**config.mk**
```make
export PLATFORM = sky130hd
export DESIGN_NAME = masked_sbox_lookup_requester
export DESIGN_NICKNAME = d
export VERILOG_FILES = /design/src/rtl/masked_lut_pkg.sv /design/src/rtl/lut_result_fifo.sv /design/src/rtl/masked_sbox_lookup_requester.sv
export SDC_FILE = /design/constraint.sdc
export NUM_CORES = 1
export LEC_CHECK = 0
export ABC_AREA = 1
export BUFFER_PORTS_ARGS = -buffer_cell sky130_fd_sc_hd__buf_2
export CORE_ASPECT_RATIO = 1.2
export CORE_MARGIN = 2
export CORE_UTILIZATION = 35
export DETAILED_ROUTE_END_ITERATION = 8
export SLEW_MARGIN = 25
export SYNTH_ARGS = -nofsm -noshare
export SYNTH_HDL_FRONTEND = slang
export SYNTH_SLANG_ARGS = --single-unit
```
**constraint.sdc**
```tcl
create_clock -name clk -period 1.95 [get_ports clk]
set_input_delay 0.39 -clock clk [delete_from_list [all_inputs] [get_ports clk]]
set_output_delay 0.39 -clock clk [all_outputs]
set_load 0.01 [all_outputs]
```
**src/rtl/masked_lut_pkg.sv**
```systemverilog
// Shared widths and the result record for masked S-box table requesters.
package masked_lut_pkg;

  localparam int unsigned LUT_ADDR_W    = 10;
  localparam int unsigned LUT_DATA_W    = 8;
  localparam int unsigned LUT_RD_LAT    = 2;
  localparam int unsigned LUT_TAG_MAX_W = 16;

  // Tag field is sized for the widest supported tag; narrower tags are zero-extended.
  typedef struct packed {
    logic [LUT_DATA_W-1:0]    doa;
    logic [LUT_DATA_W-1:0]    dob;
    logic [LUT_TAG_MAX_W-1:0] tag;
  } lut_result_t;

endpackage

```
**src/rtl/lut_result_fifo.sv**
```systemverilog
// Circular result FIFO; push and pop may coincide in any state, including full.
module lut_result_fifo #(
  parameter int unsigned DEPTH = 4,
  parameter int unsigned WIDTH = 8
) (
  input  logic             clk,
  input  logic             rst,
  input  logic             push,
  input  logic [WIDTH-1:0] din,
  input  logic             pop,
  output logic [WIDTH-1:0] dout,
  output logic             valid
);

  localparam int unsigned PTR_W = $clog2(DEPTH);
  localparam int unsigned CNT_W = $clog2(DEPTH + 1);

  logic [WIDTH-1:0] mem [DEPTH];
  logic [PTR_W-1:0] wr_ptr;
  logic [PTR_W-1:0] rd_ptr;
  logic [CNT_W-1:0] count;

  function automatic logic [PTR_W-1:0] next_ptr(input logic [PTR_W-1:0] p);
    return (p == PTR_W'(DEPTH - 1)) ? '0 : p + PTR_W'(1);
  endfunction

  always_ff @(posedge clk) begin
    if (rst) begin
      wr_ptr <= '0;
      rd_ptr <= '0;
      count  <= '0;
      mem    <= '{default: '0};
    end else begin
      if (push) begin
        mem[wr_ptr] <= din;
        wr_ptr      <= next_ptr(wr_ptr);
      end
      if (pop) begin
        rd_ptr <= next_ptr(rd_ptr);
      end
      if (push && !pop) begin
        count <= count + CNT_W'(1);
      end else if (pop && !push) begin
        count <= count - CNT_W'(1);
      end
    end
  end

  assign dout  = mem[rd_ptr];
  assign valid = (count != '0);

endmodule

```
**src/rtl/masked_sbox_lookup_requester.sv**
```systemverilog
// Issues lookups to a dual-port masked S-box BRAM and returns results in order
// through a credit-protected FIFO, so out_ready never reaches in_ready.
module masked_sbox_lookup_requester
  import masked_lut_pkg::*;
#(
  parameter int unsigned DEPTH = 4,
  parameter int unsigned TAG_W = 4
) (
  input  logic                  clk,
  input  logic                  rst,
  input  logic                  in_valid,
  output logic                  in_ready,
  input  logic [LUT_ADDR_W-1:0] in_addr_a,
  input  logic [LUT_ADDR_W-1:0] in_addr_b,
  input  logic [TAG_W-1:0]      in_tag,
  output logic [LUT_ADDR_W-1:0] ADDRA,
  output logic [LUT_ADDR_W-1:0] ADDRB,
  output logic                  EN,
  input  logic [LUT_DATA_W-1:0] DOA,
  input  logic [LUT_DATA_W-1:0] DOB,
  output logic                  out_valid,
  input  logic                  out_ready,
  output logic [LUT_DATA_W-1:0] out_doa,
  output logic [LUT_DATA_W-1:0] out_dob,
  output logic [TAG_W-1:0]      out_tag
);

  localparam int unsigned CRED_W = $clog2(DEPTH + 1);

  logic [CRED_W-1:0] cred;
  logic              v1;
  logic              v2;
  logic [TAG_W-1:0]  tag1;
  logic [TAG_W-1:0]  tag2;
  logic              acc;
  logic              pop;
  lut_result_t       wr_res;
  lut_result_t       head;
  logic              unused_tag_bits;

  assign in_ready = !rst && (cred != '0);
  assign acc      = in_valid && in_ready;
  assign pop      = out_valid && out_ready;

  // Same enable loads the address latch on accept and advances the output
  // register while a read sits in v1; other latch loads are harmless bubbles.
  assign EN    = acc | v1;
  assign ADDRA = in_addr_a;
  assign ADDRB = in_addr_b;

  always_ff @(posedge clk) begin
    if (rst) begin
      v1   <= 1'b0;
      v2   <= 1'b0;
      tag1 <= '0;
      tag2 <= '0;
      cred <= CRED_W'(DEPTH);
    end else begin
      v1   <= acc;
      tag1 <= in_tag;
      v2   <= v1;
      tag2 <= tag1;
      if (acc && !pop) begin
        cred <= cred - CRED_W'(1);
      end else if (pop && !acc) begin
        cred <= cred + CRED_W'(1);
      end
    end
  end

  always_comb begin
    wr_res     = '0;
    wr_res.doa = DOA;
    wr_res.dob = DOB;
    wr_res.tag = LUT_TAG_MAX_W'(tag2);
  end

  lut_result_fifo #(
    .DEPTH (DEPTH),
    .WIDTH ($bits(lut_result_t))
  ) u_fifo (
    .clk   (clk),
    .rst   (rst),
    .push  (v2),
    .din   (wr_res),
    .pop   (pop),
    .dout  (head),
    .valid (out_valid)
  );

  assign out_doa         = head.doa;
  assign out_dob         = head.dob;
  assign out_tag         = head.tag[TAG_W-1:0];
  assign unused_tag_bits = ^head.tag;

endmodule

```
==> metrics.txt <==
Netlist cell types=22; Post-DRT Antenna Nets=0; CTS Root Cell=clkbuf_16; CP Buf/Inv Count=2; Top Ports=87; IO buf count=46; CP arrival=1.46 ns; synthesized flop and latch total=100; Area Growth Syn to Fin=12.62%; antenna diode count=0; WL final=10.64 mm; WL per Instance=13.67 um; Detailed Routing Iterations Pass 1=5; core area=12110 um^2; GPL Wtd Cong=0.7860; share of cells above drive strength 1=0.1394; H-tree level count=3; worst r2r path cells=11; reg2reg end=cred[2]; Die Width=105.6 um; Chip Height=125.9 um; worst path cell trace=buf_4 > o21ai_0 > o22ai_2 > buf_2; Top Metal Used=met4; met3 WL=494 um; WS Path Type=register to output pin; hold violation total from the final report=0; Setup-failing EPs final=0; pwr/cell area=1154 nW/um^2; met2 WL=5.273 mm; Worst Slack Setup Final=0.1042 ns; crit end category=output pin; via/cell ratio=4.893; P_leak=0.002047 uW; vias in the first global route=3590; CP endpoint=out_dob[5]; Worst Hold Class=input port to register; Gate Count Post-Synth=596; r2r setup slk=0.14 ns; Skew-Pair Late Insertion Delay=0.34 ns; dpl ws=0.07441 ns; global-route wire length before repair=17.32 mm; setup TNS=0 ns; Mapped Avg Cell Area=7.268 um^2; GRT Total Usage=0.1622; final net count=665; Max Clock Skew=0.006888 ns; Worst-Margin Slew=0.8196 ns; grt ovf=0; CP max FO=18; startpoint types=register; initial antenna violation count=0; initial detailed-routing violation count=232; Worst-path clk slew=0.07 ns; CP Launch Point=u_fifo.rd_ptr[0]; max_slew headroom=0.4530; CTS tree=built; largest net degree at the start of global routing=89; Slowest cell on crit path=dfxtp_2; met1 wire length=4.751 mm; Die ar.=13290 um^2; f_max=541.8 MHz; Initial Utilization=0.3576; Slew Limit Fails=0; Synth Warn #=0; most frequent cells in the layout=nor2_1 (220), o21ai_0 (104), dfxtp_1 (97); Max IR drop VDD=0.0005328 V; slowest stage delay, CP=0.39 ns; hold_buf cts=0; CTS Buffer Depth=2; CP Depth=4; Residual DRC=0; CTS Sinks=100; post-DP HPWL=6.733 mm; CP top delay family=buffers and inverters; commonest non-fill, non-tap cell in the layout=nor2_1; minimum clock period=1.846 ns; post-synthesis sequential area ratio=0.4622; # fillers=1288; clock buffer count from CTS=9; status=finished clean; worst r2r src=cred[2]; Synth Cell Area=4332 um^2; detailed-route via count=3807; max_cap viols=0; std cell rows=44; unrepaired setup endpoints after global routing=no; period utilization=0.9466; critical path required time=1.56 ns; Syn Nets=649
through the flow:
step	hold WS, ns	instances	utilization	area (um^2)	total power (uW)
floorplan	0.3883	596	-	4332	3326
global placement	0.3920	760	0.3743	4533	3810
detailed placement	0.3929	760	0.3743	4533	3852
CTS	0.2364	776	0.3998	4842	5643
global route	0.2488	778	0.4028	4878	5990
finish	0.2450	778	0.4028	4878	5631
worst min-delay path, cell delays in order:
cell and delay, ns:
buf_2 0.07, inv_1 0.03, nor2_1 0.06
worst min path at each step:
stage	end	slack, ns	cells past startpoint	startpoint
5_1_grt	tag1[2]	0.25	3	in_tag[2]
3_5_place_dp	tag2[0]	0.39	2	tag1[0]
3_3_place_gp	tag2[2]	0.39	2	tag1[2]
4_1_cts	tag1[3]	0.24	3	in_tag[3]
6_report	tag1[3]	0.25	3	in_tag[3]
2_1_floorplan	tag2[0]	0.39	2	tag1[0]
synth_stat cells, drive strengths merged:
cell type / number / area [um^2]
a211oi: 1 / 7.510
a21oi: 6 / 30.03
buf: 42 / 290.3
clkbuf: 17 / 72.57
dfxtp: 100 / 2002
fa: 2 / 40.04
ha: 7 / 87.58
inv: 32 / 120.1
nand2: 18 / 70.07
nand3: 3 / 15.01
nand3b: 1 / 7.510
nand4: 2 / 12.51
nor2: 220 / 825.8
o21ai: 125 / 625.6
o22ai: 20 / 125.1
cell families (layout without fill, tap and decap cells):
group	Yosys count	count (layout)	synth area share
and+or+nand+nor	244	244	0.2149
buffers and inverters	91	112	0.1115
DFF	100	100	0.4622
adders and majority gates	9	9	0.02946
AOI/OAI and AO/OA	152	152	0.1820
what timing repair did:
action | in CTS | in global routing
setup buffers | 0 | 2
resized for setup | 3 | 9
setup endpoints to repair | 7 | 21
per-layer routing:
metal	GRT usage	vias up
li1	-	1931
met1	0.2035	1790
met2	0.2744	76
met3	0.03727	10
met4	0.05418	0
met5	0	-
flip-flops by register name (all words and copies together), names as in the netlist:
name           count
cred               3
v1                 1
u_fifo.count       3
u_fifo.wr_ptr      2
v2                 1
u_fifo.rd_ptr      2
u_fifo.mem        80
tag1               4
tag2               4
power breakdown:
part	internal, uW	switching, uW
logic	636	988
clock network	1030	734
registers	2160	86.1
total	3820	1810
final cells by class:
type	count	area (um^2)	share of cell area
Timing Repair Buffer	64	396.6	0.08130
Tap cell	161	201.4	0.04129
Inverter	32	126.4	0.02590
Sequential cell	100	2006	0.4111
Multi-Input combinational cell	405	1853	0.3798
Clock inverter	4	48.80	0.01000
Clock buffer	12	246.5	0.05053
Power figures use the tool's default switching activity.
